$ cat config.mk
export PLATFORM = sky130hd
export DESIGN_NAME = fifo_ctrl
export DESIGN_NICKNAME = d
export VERILOG_FILES = /design/src/rtl/fifo_ctrl.sv
export SDC_FILE = /design/constraint.sdc
export NUM_CORES = 1
export LEC_CHECK = 0
export CAP_MARGIN = 10
export CORE_MARGIN = 5
export CORE_UTILIZATION = 45
export DETAILED_ROUTE_END_ITERATION = 10
export PLACE_DENSITY = 0.92
export REMOVE_ABC_BUFFERS = 1
export SETUP_SLACK_MARGIN = 0.15
export SLEW_MARGIN = 20
export SYNTH_ARGS = -nofsm -noshare
export SYNTH_HDL_FRONTEND = slang
export SYNTH_SLANG_ARGS = --single-unit
$ cat constraint.sdc
create_clock -name clk -period 6.9 [get_ports clk]
set_input_delay 1.38 -clock clk [delete_from_list [all_inputs] [get_ports clk]]
set_output_delay 1.38 -clock clk [all_outputs]
set_load 0.005 [all_outputs]
$ cat src/rtl/fifo_ctrl.sv
// Single-clock push/pop sequencer for a dual-port FIFO memory; optional sticky errors via FIFO_CTRL_ERR_EN.
// Latency: memory strobes combinational from push/pop, status flags registered one edge after acceptance.
// Backpressure: push dropped while full, pop dropped while empty; no write-through or bypass.
module fifo_ctrl #(
    parameter int depth     = 8,
    parameter int af_margin = 2,
    parameter int ae_margin = 2,
    localparam int AW       = $clog2(depth)
) (
    input  logic          clk,
    input  logic          rst,
    input  logic          push,
    input  logic          pop,
    input  logic          err_clr,
    output logic          mem_write_en,
    output logic [AW-1:0] mem_write_addr,
    output logic          mem_read_en,
    output logic [AW-1:0] mem_read_addr,
    output logic          full,
    output logic          empty,
    output logic          almost_full,
    output logic          almost_empty,
    output logic [AW:0]   count,
    output logic          overflow,
    output logic          underflow
);

    localparam logic [AW:0] DEPTH_C = (AW+1)'(depth);
    localparam logic [AW:0] AF_LVL  = (AW+1)'(depth - af_margin);
    localparam logic [AW:0] AE_LVL  = (AW+1)'(ae_margin);

    logic [AW:0] wr_ptr;
    logic [AW:0] rd_ptr;
    logic [AW:0] count_nxt;
    logic        push_acc;
    logic        pop_acc;

    // Gating by rst keeps the memory quiet for the whole reset cycle.
    assign push_acc = push & ~full & ~rst;
    assign pop_acc  = pop & ~empty & ~rst;

    assign mem_write_en   = push_acc;
    assign mem_write_addr = wr_ptr[AW-1:0];
    assign mem_read_en    = pop_acc;
    assign mem_read_addr  = rd_ptr[AW-1:0];

    assign count_nxt = count + {{AW{1'b0}}, push_acc} - {{AW{1'b0}}, pop_acc};

    always_ff @(posedge clk) begin
        if (rst) begin
            wr_ptr       <= '0;
            rd_ptr       <= '0;
            count        <= '0;
            full         <= 1'b0;
            empty        <= 1'b1;
            almost_full  <= 1'b0;
            almost_empty <= 1'b1;
        end else begin
            wr_ptr       <= wr_ptr + {{AW{1'b0}}, push_acc};
            rd_ptr       <= rd_ptr + {{AW{1'b0}}, pop_acc};
            count        <= count_nxt;
            full         <= (count_nxt == DEPTH_C);
            empty        <= (count_nxt == '0);
            almost_full  <= (count_nxt >= AF_LVL);
            almost_empty <= (count_nxt <= AE_LVL);
        end
    end

`ifdef FIFO_CTRL_ERR_EN
    // A new error in the clear cycle wins over err_clr.
    always_ff @(posedge clk) begin
        if (rst) begin
            overflow  <= 1'b0;
            underflow <= 1'b0;
        end else begin
            overflow  <= (push & full)  | (overflow  & ~err_clr);
            underflow <= (pop  & empty) | (underflow & ~err_clr);
        end
    end
`else
    logic unused_err_clr;
    assign unused_err_clr = err_clr;
    assign overflow       = 1'b0;
    assign underflow      = 1'b0;
`endif

endmodule

Yosys cells after proc, flatten, opt, wreduce, memory -nomap -nowiden
Index checks and enable logic that the tools add are counted.
{"block": "totals", "reg_bits": 16, "in_bits": 5, "out_inout_bits": 18, "word_cells": 22}
{"block": "op_classes", "add_sub_neg": 4, "n_lt_le_gt_ge": 2, "n_eq_ne": 1, "n_bitwise": 7, "n_reduce_logical": 1}
{"cell": "4-bit by 1-bit adder with 4-bit output", "n": 3}
{"cell": "1-bit AND", "n": 4}
{"cell": "4-bit == test, second input constant", "n": 1}
{"cell": "4-bit by 3-bit >= comparator with 1-bit output, second input constant", "n": 1}
{"cell": "4-bit by 2-bit <= comparator with 1-bit output, second input constant", "n": 1}
{"cell": "4-bit logical NOT", "n": 1}
{"cell": "4-bit by 1-bit subtractor with 4-bit output", "n": 1}
{"cell": "1-bit inverter", "n": 3}

Depth between registers and ports, before layout
{"block": "depth", "ltp_word": 6, "ltp_mapped": 9, "ltp_nobuf": 8}

Worst setup path after synthesis
OpenSTA, ideal clock, no wires.
{"block": "synth_path", "path_type": "input-to-reg", "start": "input port rst", "end": "register full", "setup_ps": 80, "t_arrival_ps": 3415, "required_ps": 6820, "path_slack_ps": 3406, "path_stages": 8, "n_path_buf": 1, "path_cell_list": "clkbuf_1 > nor3b_1 > ha_1 > inv_1 > ha_1 > fa_1 > or3_1 > a211oi_2"}
{"block": "synth_via", "elab_cells_between_ends": 6, "cone_classes": "add/sub: 2; eq/ne: 1; bitwise: 3"}
{"item": "start: declaration", "line_no": "11", "text": "input logic rst,"}
{"item": "1-bit inverter", "line_no": "40", "text": "assign pop_acc = pop & ~empty & ~rst;"}
{"item": "1-bit AND", "line_no": "40"}
{"item": "named net mem_read_en", "line_no": "17", "text": "output logic mem_read_en,"}
{"item": "4-bit by 1-bit subtractor with 4-bit output", "line_no": "47", "text": "assign count_nxt = count + {{AW{1'b0}}, push_acc} - {{AW{1'b0}}, pop_acc};"}
{"item": "named net count_nxt[1]", "line_no": "34", "text": "logic [AW:0] count_nxt;"}
{"item": "4-bit == test", "line_no": "62", "text": "full <= (count_nxt == DEPTH_C);"}
{"item": "end signal: assignment", "line_no": "62"}
{"item": "end: declaration", "line_no": "19", "text": "output logic full,"}
The timed path passes the listed nets, and every way through them passes these cells.
A chain may end at the register's enable or synchronous reset.

Final worst setup path
{"block": "layout_path", "start": "input port rst", "end": "output port mem_read_en"}
{"block": "layout_via", "elab_chain_cells": 2}
{"item": "1-bit inverter", "line_no": "40"}
{"item": "1-bit AND", "line_no": "40"}
{"item": "end: declaration", "line_no": "17"}
Every way passes these cells.

==> results.md <==
* Status: finished, final reports clean
* Pleak at ~0.00036 uW
* DRC at 0
* Setup TNS at 0 ns
* Register area share after synthesis at ~45%
* Clock transition at path regs at roughly 0.08 ns
* CTS Hold Buffers Added at 0
* Die area at between 2000 and 2500 um2
* Layout cells sized above 1 at between 6 and 7%
* Area leader, netlist: dfxtp_1
* Critical path origin: rst
* Largest cells by area after synthesis: dfxtp_1 (45%), ha_1 (16%), nor2b_1 (7.0%), xnor2_1 (4.2%), fa_1 (3.2%)
* Largest family of logic cells by synthesized area: adder cells
* Ys flop type: dfxtp_1
* Nets at 96
* CP Cell Sequence: clkdlybuf4s50_1, nor3b_1, clkdlybuf4s50_1
* HP Start: rd_ptr[2]
* Sw Ratio at ~33%
* Req. time, crit path at between 5 and 6 ns
* Met2 wire len at roughly 490 um
* Critical-path top delay cell: clkdlybuf4s50_1
* CP endpoint kind: primary output
* Final hold violation count at 0
* DP Worst Slack at between 2 and 2.5 ns
* First-pass GRT wire length at between 1.5 and 2 mm
* FF-to-FF Start: empty
* DP HPWL at about 890 um
* Peak VDD IR at ~0.18 mV
* Synth Area in Compound Gates at 9.38%
* Top routing layer used: met4
* Final count of negative-setup-slack endpoints at 0
* Buffers on Ports at 19
* Area after DPL at between 800 and 900 um2
* Post-synthesis mux area share at 0%
* Final setup margin at about 2.4 ns
* Setup CP Type: input port to primary output
* ANT nets after route at 0
* Initial DRC count at 5
* Drt pass-1 iters at 4
* # Max-Cap Violations at 0
* Worst Setup Start Kind: input port
* Seq cells post-synth at 14
* Critical Path AT at 3.14 ns
* Area growth, synth to finish at 36.7%
* CTS tree: yes
* Synthesized instance count at 60
* Via-to-Cell Ratio at ~5
* FP Rows at 13
* EDFF count, synth at 0
* Simple-Gate Fraction of Synth Area at between 10% and 20%
* TritonCTS Buffers at 3
* Routability cong. at 0.761
* Internal power at about 220 uW
* Unrepaired setup endpoints after global routing: no
* Final core utilization at roughly two thirds
* Worst Path Max Fanout at 16
* Final Cell Area at 857 um2
* Post-CTS sizing at 0
* Gate power share at a little under half
* Synthesized area per cell at between 10 and 15 um2
* Sw power at approximately 110 uW
* Cell mode on critical path: clkdlybuf4s50_1
* Pins Over Slew Limit at 0
* Worst slew margin at 63.2%
* Met3 wire len at ~110 um
* Gr usage total at between 10% and 20%
* Grt total ovfl at 0
* CP max stage delay at around 0.69 ns
* Layout fillers at around 110
* Clk sinks at 14
* Clock latency at the later pin of the worst-skew pair at 0.28 ns
* Routed wire length at between 1 and 1.5 mm
* Die Wd at ~47 um
* Setup bufs post-CTS at 0
* Pwr Density at 381 nW/um2
* Vias at 478
* Synthesized area at around 630 um2
* Clock Tree Root: clkbuf_4
* CTS HTree Levels at 1
* Synthesis Warnings at 0
* Xor/xnor share of the synthesized area at 5.59%
* Clock power frac at between 10% and 20%
* Core area at roughly 1300 um2
* Post-synth ARST share at 0%
* Inserted Diodes at 0
* Post-route clock period utilization at about two thirds
* Minimum clock period at roughly 4.5 ns
* Sequential power share at between 30% and 40%
* Vias in the first global route at around 450
* Hold WS at approximately 0.5 ns
* Die Y at between 40 and 50 um
* Starting density of the core at 47.6%
* Drt wl/cell at 11.5 um
* M1 wire length at about 480 um
* # IOs at 23
* Top cell type's share of synthesized area at 44.7%
* Initial antenna violation count at 0
* Final Skew at slightly below 0.004 ns
* Clock Path Buffers at 2
* Largest net degree at the start of global routing at 17
* Max Freq at approximately 220 MHz
* Tightest Hold Check Type: register to register
* Adder-cell share of the synthesized area at between 10% and 20%
* Synth cell types at 21
* Measured slew at the worst slew-check pin at about 0.55 ns
-- power by group through the flow --
stage / combinational [uW] / clock (uW) / sequential, uW
6_report: 156 / 57.1 / 114
5_1_grt: 175 / 63.9 / 116
4_1_cts: 158 / 59.5 / 114
3_5_place_dp: 156 / 0 / 116
3_3_place_gp: 153 / 0 / 114
2_1_floorplan: 90.1 / 0 / 117
-- registers in the layout, summed over array words and instances (netlist names) --
name,count
count,4
rd_ptr,3
wr_ptr,3
almost_empty,1
almost_full,1
empty,1
full,1
-- cell families (layout without fill, tap and decap cells) --
| family | Yosys count | count (layout) |
|---|---|---|
| AOI/OAI and AO/OA | 8 | 8 |
| buffers and inverters | 8 | 28 |
| other | 1 | 2 |
| DFF | 14 | 14 |
| and+or+nand+nor | 16 | 16 |
| xor gates and xnor gates | 4 | 4 |
| adders and majority gates | 9 | 9 |
-- Yosys cell counts, drive strengths merged, types with 2 or more instances --
cell type and number:
a31o 2, buf 2, nor3b 2, inv 5
ha 8, nor2b 7, dfxtp 14, nand3 2
nor2 2, xnor2 3, a21oi 3
-- metrics by stage --
step,std cells,power [uW]
global route,96,355
CTS,96,332
floorplan,58,207
finish,96,326
detailed placement,92,272
global placement,92,267
-- per-layer routing --
metal	global-route usage [%]	vias up
li1	-	240
met2	17.1	20
met4	6.63	0
met3	4.98	3
met5	0	-
met1	14.7	215
-- cell type report --
type	count	area [um2]	share of cell area, %
well taps	15	18.8	2.19
flip-flops and latches	14	280	32.7
inverters	5	18.8	2.19
repair buffers	19	190	22.2
multi-input cells	39	313	36.5
clock buffers	4	36.3	4.23
-- worst max-delay path, delay by kind of cell --
family | cells | cell delay, ns
buffers and inverters | 2 | 1.27
and+or+nand+nor | 1 | 0.48
-- final timing paths --
kind,end,cells after the start,slack (ns)
hold / removal,rd_ptr[2],2,0.51
setup / recovery,mem_read_en,3,2.38
setup reg to reg,full,7,4.61
hold reg to reg,rd_ptr[2],2,0.51
-- cell usage in the layout (no fill, tap or decap), types with 2 or more instances in the layout --
cell type / instances
clkdlybuf4s50_1: 19
dfxtp_1: 14
ha_1: 8
nor2b_1: 7
inv_1: 5
xnor2_1: 3
a21oi_1: 3
clkbuf_4: 3
nor3b_1: 2
nor2_1: 2
nand3_1: 2
a31o_1: 2
conb_1: 2
Power figures use the tool's default switching activity.
